--- src/rtl/weight_stream_ctrl.sv ---
// Read sequencer for a packed dual-port weight ROM: fetches even/odd word pairs and streams
// the packed weights one per beat over valid/ready, prefetching the next pair while draining.
module weight_stream_ctrl #(
    parameter int unsigned ADDR_WIDTH   = 4,
    parameter int unsigned DATA_WIDTH   = 128,
    parameter int unsigned DEPTH        = 16,
    parameter int unsigned WEIGHT_WIDTH = 16,
    parameter int unsigned NUM_WEIGHTS  = 122,
    localparam int unsigned LANES       = DATA_WIDTH / WEIGHT_WIDTH,
    localparam int unsigned IDX_WIDTH   = $clog2(NUM_WEIGHTS),
    localparam int unsigned LANE_WIDTH  = $clog2(2 * LANES)
) (
    input  logic                    clk,
    input  logic                    rst_n,
    input  logic                    start,
    output logic                    busy,
    output logic                    done,
    output logic [ADDR_WIDTH-1:0]   rom_addr_a,
    output logic [ADDR_WIDTH-1:0]   rom_addr_b,
    input  logic [DATA_WIDTH-1:0]   rom_q_a,
    input  logic [DATA_WIDTH-1:0]   rom_q_b,
    output logic                    w_valid,
    input  logic                    w_ready,
    output logic [WEIGHT_WIDTH-1:0] w_data,
    output logic [IDX_WIDTH-1:0]    w_idx,
    output logic                    w_last
);

    if (NUM_WEIGHTS > DEPTH * LANES) begin : g_param_check
        $error("NUM_WEIGHTS exceeds ROM capacity");
    end

    typedef enum logic [2:0] {StIdle, StPrime, StLoad, StStream, StDone} state_e;

    state_e                    state_q, state_d;
    logic [ADDR_WIDTH-1:0]     addr_a_q, addr_a_d, addr_b_q, addr_b_d;
    logic [2*DATA_WIDTH-1:0]   buf_q, buf_d;
    logic [LANE_WIDTH-1:0]     lane_q, lane_d;
    logic [IDX_WIDTH-1:0]      idx_q, idx_d;
    logic                      valid_q, valid_d;
    logic                      accept, last_lane, last_beat;
    logic [WEIGHT_WIDTH-1:0]   lanes [2*LANES];

    always_ff @(posedge clk or negedge rst_n) begin
        if (!rst_n) begin
            state_q  <= StIdle;
            addr_a_q <= '0;
            addr_b_q <= ADDR_WIDTH'(1);
            buf_q    <= '0;
            lane_q   <= '0;
            idx_q    <= '0;
            valid_q  <= 1'b0;
        end else begin
            state_q  <= state_d;
            addr_a_q <= addr_a_d;
            addr_b_q <= addr_b_d;
            buf_q    <= buf_d;
            lane_q   <= lane_d;
            idx_q    <= idx_d;
            valid_q  <= valid_d;
        end
    end

    assign accept    = valid_q && w_ready;
    assign last_lane = (lane_q == LANE_WIDTH'(2 * LANES - 1));
    assign last_beat = (idx_q == IDX_WIDTH'(NUM_WEIGHTS - 1));

    always_comb begin
        state_d  = state_q;
        addr_a_d = addr_a_q;
        addr_b_d = addr_b_q;
        buf_d    = buf_q;
        lane_d   = lane_q;
        idx_d    = idx_q;
        valid_d  = valid_q;
        unique case (state_q)
            StIdle: begin
                if (start) begin
                    addr_a_d = '0;
                    addr_b_d = ADDR_WIDTH'(1);
                    idx_d    = '0;
                    state_d  = StPrime;
                end
            end
            StPrime: state_d = StLoad;
            StLoad: begin
                buf_d    = {rom_q_a, rom_q_b};
                lane_d   = '0;
                valid_d  = 1'b1;
                addr_a_d = addr_a_q + ADDR_WIDTH'(2);
                addr_b_d = addr_b_q + ADDR_WIDTH'(2);
                state_d  = StStream;
            end
            StStream: begin
                if (accept) begin
                    if (last_beat) begin
                        valid_d  = 1'b0;
                        idx_d    = '0;
                        addr_a_d = '0;
                        addr_b_d = ADDR_WIDTH'(1);
                        state_d  = StDone;
                    end else if (last_lane) begin
                        // Prefetched pair has been on rom_q for many cycles; swap in, no bubble.
                        buf_d    = {rom_q_a, rom_q_b};
                        lane_d   = '0;
                        idx_d    = idx_q + IDX_WIDTH'(1);
                        addr_a_d = addr_a_q + ADDR_WIDTH'(2);
                        addr_b_d = addr_b_q + ADDR_WIDTH'(2);
                    end else begin
                        lane_d = lane_q + LANE_WIDTH'(1);
                        idx_d  = idx_q + IDX_WIDTH'(1);
                    end
                end
            end
            StDone:  state_d = StIdle;
            default: state_d = StIdle;
        endcase
    end

    // Lane 0 sits at the MSB end of word A; word B follows as lanes LANES..2*LANES-1.
    always_comb begin
        for (int i = 0; i < 2 * LANES; i++) begin
            lanes[i] = buf_q[2*DATA_WIDTH-1-i*WEIGHT_WIDTH -: WEIGHT_WIDTH];
        end
    end

    assign busy       = (state_q == StPrime) || (state_q == StLoad) || (state_q == StStream);
    assign done       = (state_q == StDone);
    assign rom_addr_a = addr_a_q;
    assign rom_addr_b = addr_b_q;
    assign w_valid    = valid_q;
    assign w_data     = valid_q ? lanes[lane_q] : '0;
    assign w_idx      = idx_q;
    assign w_last     = valid_q && last_beat;

endmodule
--- config.mk ---
export PLATFORM = sky130hd
export DESIGN_NAME = weight_stream_ctrl
export DESIGN_NICKNAME = d
export VERILOG_FILES = /design/src/rtl/weight_stream_ctrl.sv
export SDC_FILE = /design/constraint.sdc
export NUM_CORES = 1
export LEC_CHECK = 0
export ABC_CLOCK_PERIOD_IN_PS = 2800
export CAP_MARGIN = 20
export CORE_MARGIN = 10
export CORE_UTILIZATION = 35
export DETAILED_ROUTE_END_ITERATION = 10
export PLACE_DENSITY = 0.61
export SLEW_MARGIN = 0
export SYNTH_ARGS = -nofsm -noshare
export SYNTH_HDL_FRONTEND = slang
export SYNTH_SLANG_ARGS = --single-unit
--- constraint.sdc ---
create_clock -name clk -period 2.8 [get_ports clk]
set_input_delay 0.56 -clock clk [delete_from_list [all_inputs] [get_ports clk]]
set_output_delay 0.56 -clock clk [all_outputs]
set_load 0.005 [all_outputs]
==> impl_metrics.env <==
export IMPL_status="finished with violations"
export IMPL_violations="setup timing"
export IMPL_globalRoute_totalOverflow=0
export IMPL_fin_crit_ns=3.012
export IMPL_drc_errors=0
export IMPL_power_density_nw_per_um2=1021
export IMPL_cap_violations=0
export IMPL_fin_crit_sh_pct=107.6
export IMPL_setup_viol=16
export IMPL_cts_buffer_depth=3
export IMPL_synth_edf_count=0
export IMPL_numPortBuffers=293
export IMPL_grt_pass1_vias=9526
export IMPL_post_place_ws_ns=-0.05633
export IMPL_dieWidth_um=210.6
export IMPL_synth_seq_cells=278
export IMPL_netlist_cell_type_count=45
export IMPL_crit_top_cell="buf_12"
export IMPL_max_slew_margin_pct=53.59
export IMPL_crit_path_max_fanout=7
export IMPL_cp_start_kind="register"
export IMPL_peakVddDrop_uv=442.1
export IMPL_post_dp_cell_area_sq_um=16560
export IMPL_cts_sinks=278
export IMPL_wire_per_inst_um=23.82
export IMPL_grt_antenna_before_repair=6
export IMPL_synth_largest_area_cell="dfrtp_1"
export IMPL_postRouteAntennaNets=0
export IMPL_detail_route_wirelength_um=39920
export IMPL_first_pass_iters=4
export IMPL_hpwl_um=30220
export IMPL_synthCells=823
export IMPL_yosysWarnings=0
export IMPL_nets=1454
export IMPL_cts_buffers=31
export IMPL_cts_tree="built"
export IMPL_ys_seq_area_share_pct=54.75
export IMPL_rsz0062_at_grt="true"
export IMPL_num_rows=69
export IMPL_synth_area_top_cells="dfrtp_1 55%, mux2_1 15%, mux4_2 9.4%"
export IMPL_yosysMostFrequentCell="dfrtp_1"
export IMPL_pin_count=295
export IMPL_cts_max_level=1
export IMPL_grt_pass1_wl_um=60640
export IMPL_fin_area_sq_um=18230
export IMPL_timing_fmax_mhz=332.1
export IMPL_async_reset_ff_share_pct=100.0
export IMPL_globalplace_congestion=0.7627
export IMPL_drive_above_1_share_pct=29.27
export IMPL_root_buffer="clkbuf_16"
export IMPL_area_delta_synth_final_pct=43.48
export IMPL_clkLatencyLatePin_ns=0.56
export IMPL_hold_class="register to register"
export IMPL_drtIter0Drc=396
export IMPL_synth_nets=1088
export IMPL_setup_ws_ns=-0.2116
export IMPL_vias=8449
export IMPL_synth_top_area_share_pct=54.54
export IMPL_core_area_sq_um=35660
export IMPL_via_per_inst=5.041
export IMPL_syn_avg_cell_area_sq_um=15.44
export IMPL_critPathKind="register to output port"
export IMPL_ys_top_cells_by_count="277 x dfrtp_1, 174 x mux2_1, 85 x mux2_2, 53 x mux4_2, 31 x mux2i_1"
export IMPL_slowest_stage="dfrtp_4"
export IMPL_skew_ns=0.009850
export IMPL_crit_chain="buf_12 -> buf_4 -> buf_8 -> buf_12 -> mux4_2 -> a22oi_2 -> nand2_1 -> buf_2"
export IMPL_grt_total_usage_pct=17.85
export IMPL_die_y_um=210.6
export IMPL_clk_pin_slew_ns=0.06
export IMPL_floorplan_initialDensity_pct=35.64
export IMPL_slowest_delay_ns=0.49
export IMPL_crit_required_ns=2.24
export IMPL_drv_slew=0
export IMPL_synth_area_sq_um=12710
export IMPL_tightestPinTransition_ns=0.6930
export IMPL_leakage_nw=7.479
export IMPL_die_area_sq_um=44330
export IMPL_worst_endpoint_arrival_ns=2.45
export IMPL_hold_violations=0
export IMPL_cp_end_kind="output port"
export IMPL_grt_max_degree=72
export IMPL_synth_flop_cell="dfrtp_1"
==> power by group <==
group / leakage (nW) / switching, W / internal [W]
Combinational: 3.70 / 0.00299 / 0.00418
Clock: 0.534 / 0.00165 / 0.00256
Sequential: 3.24 / 0.00120 / 0.00603
Total: 7.48 / 0.00584 / 0.0128
==> path summary, 6_finish.rpt <==
path | startpoint | endpoint | slack, ns | depth (start not counted)
max reg2reg | lane_q[0]$_DFFE_PN0P_ | buf_q[69]$_DFFE_PN0P_ | 0.32 | 9
min | buf_q[31]$_DFFE_PN0P_ | buf_q[31]$_DFFE_PN0P_ | 0.48 | 1
min in group asynchronous | rst_n | buf_q[14]$_DFFE_PN0P_ | 0.58 | 2
max | lane_q[0]$_DFFE_PN0P_ | w_data[8] | -0.21 | 8
min reg2reg | buf_q[31]$_DFFE_PN0P_ | buf_q[31]$_DFFE_PN0P_ | 0.48 | 1
max in group asynchronous | rst_n | lane_q[0]$_DFFE_PN0P_ | 1.47 | 3
==> what timing repair did <==
action                                 4_1_cts  5_1_grt
hold buffers                                 1        0
setup endpoints to repair                   17       17
gates cloned                                 4        1
endpoints found under the hold margin       24        0
setup buffers                               22        5
pin swaps                                   27        7
resized for setup                          133       22
==> metrics by stage <==
step	std cells	utilization (%)	total power, W	hold slack, ns	setup TNS (ns)
after floorplan	823	-	0.01050	0.2644	0
after global placement	1587	46.45	0.01377	0.4625	-0.1934
after detailed placement	1587	46.45	0.01392	0.4722	-0.2018
after CTS	1670	50.87	0.01872	0.4859	-3.230
after global routing	1674	51.12	0.01972	0.4945	-3.655
final	1676	51.14	0.01861	0.4811	-2.106
==> metal layers <==
metal	track usage, %	wire length, um	vias to the layer above	share of wire [%]
met2	29.15	19090	215	48
met4	2.922	552	8	1.4
li1	-	-	3850	-
met1	23.70	17570	4336	44
met3	4.748	2660	40	6.7
met5	0	48	-	0.12
==> cell type report <==
cell class / count / area, sq um
tap: 461 / 576.8
fill: 3062 / 17420
clock inverter: 11 / 133.9
multi-input combinational: 484 / 5563
sequential: 278 / 6964
inverter: 5 / 18.77
timing repair buffer: 389 / 4040
antenna: 2 / 5.005
clock buffer: 46 / 932.1
==> cells in the final DEF, fill, tap and decap left out, types with 16 or more instances in the layout <==
cell type,instances
mux2_1,174
mux2_2,85
mux2i_1,27
dfrtp_1,274
clkdlybuf4s50_1,275
nand2_1,16
mux4_2,53
buf_4,57
buf_12,24
clkbuf_16,32
==> critical path: cells and delay by family, from the launching register on <==
kind / cells / cell delay (ns)
AO/OA/AOI/OAI: 1 / 0.21
buffers and inverters: 5 / 0.67
flip-flops: 1 / 0.49
multiplexers: 1 / 0.44
AND/OR/NAND/NOR: 1 / 0.09
==> logic make-up after synthesis <==
logic type	after synthesis	synth area share [%]
muxes	343	34.78
DFF	278	54.75
buffers and inverters	61	3.298
AOI/OAI and AO/OA	75	4.096
adders and majority gates	5	0.4923
other	1	0.02951
and+or+nand+nor	60	2.550
==> state kept, by name, summed over array words and instances (netlist names) <==
| signal | count |
|---|---|
| buf_q | 256 |
| w_idx | 7 |
| lane_q | 4 |
| rom_addr_b | 4 |
| rom_addr_a | 3 |
| state_q | 3 |
| w_valid | 1 |
(Power assumes the default switching activity.)
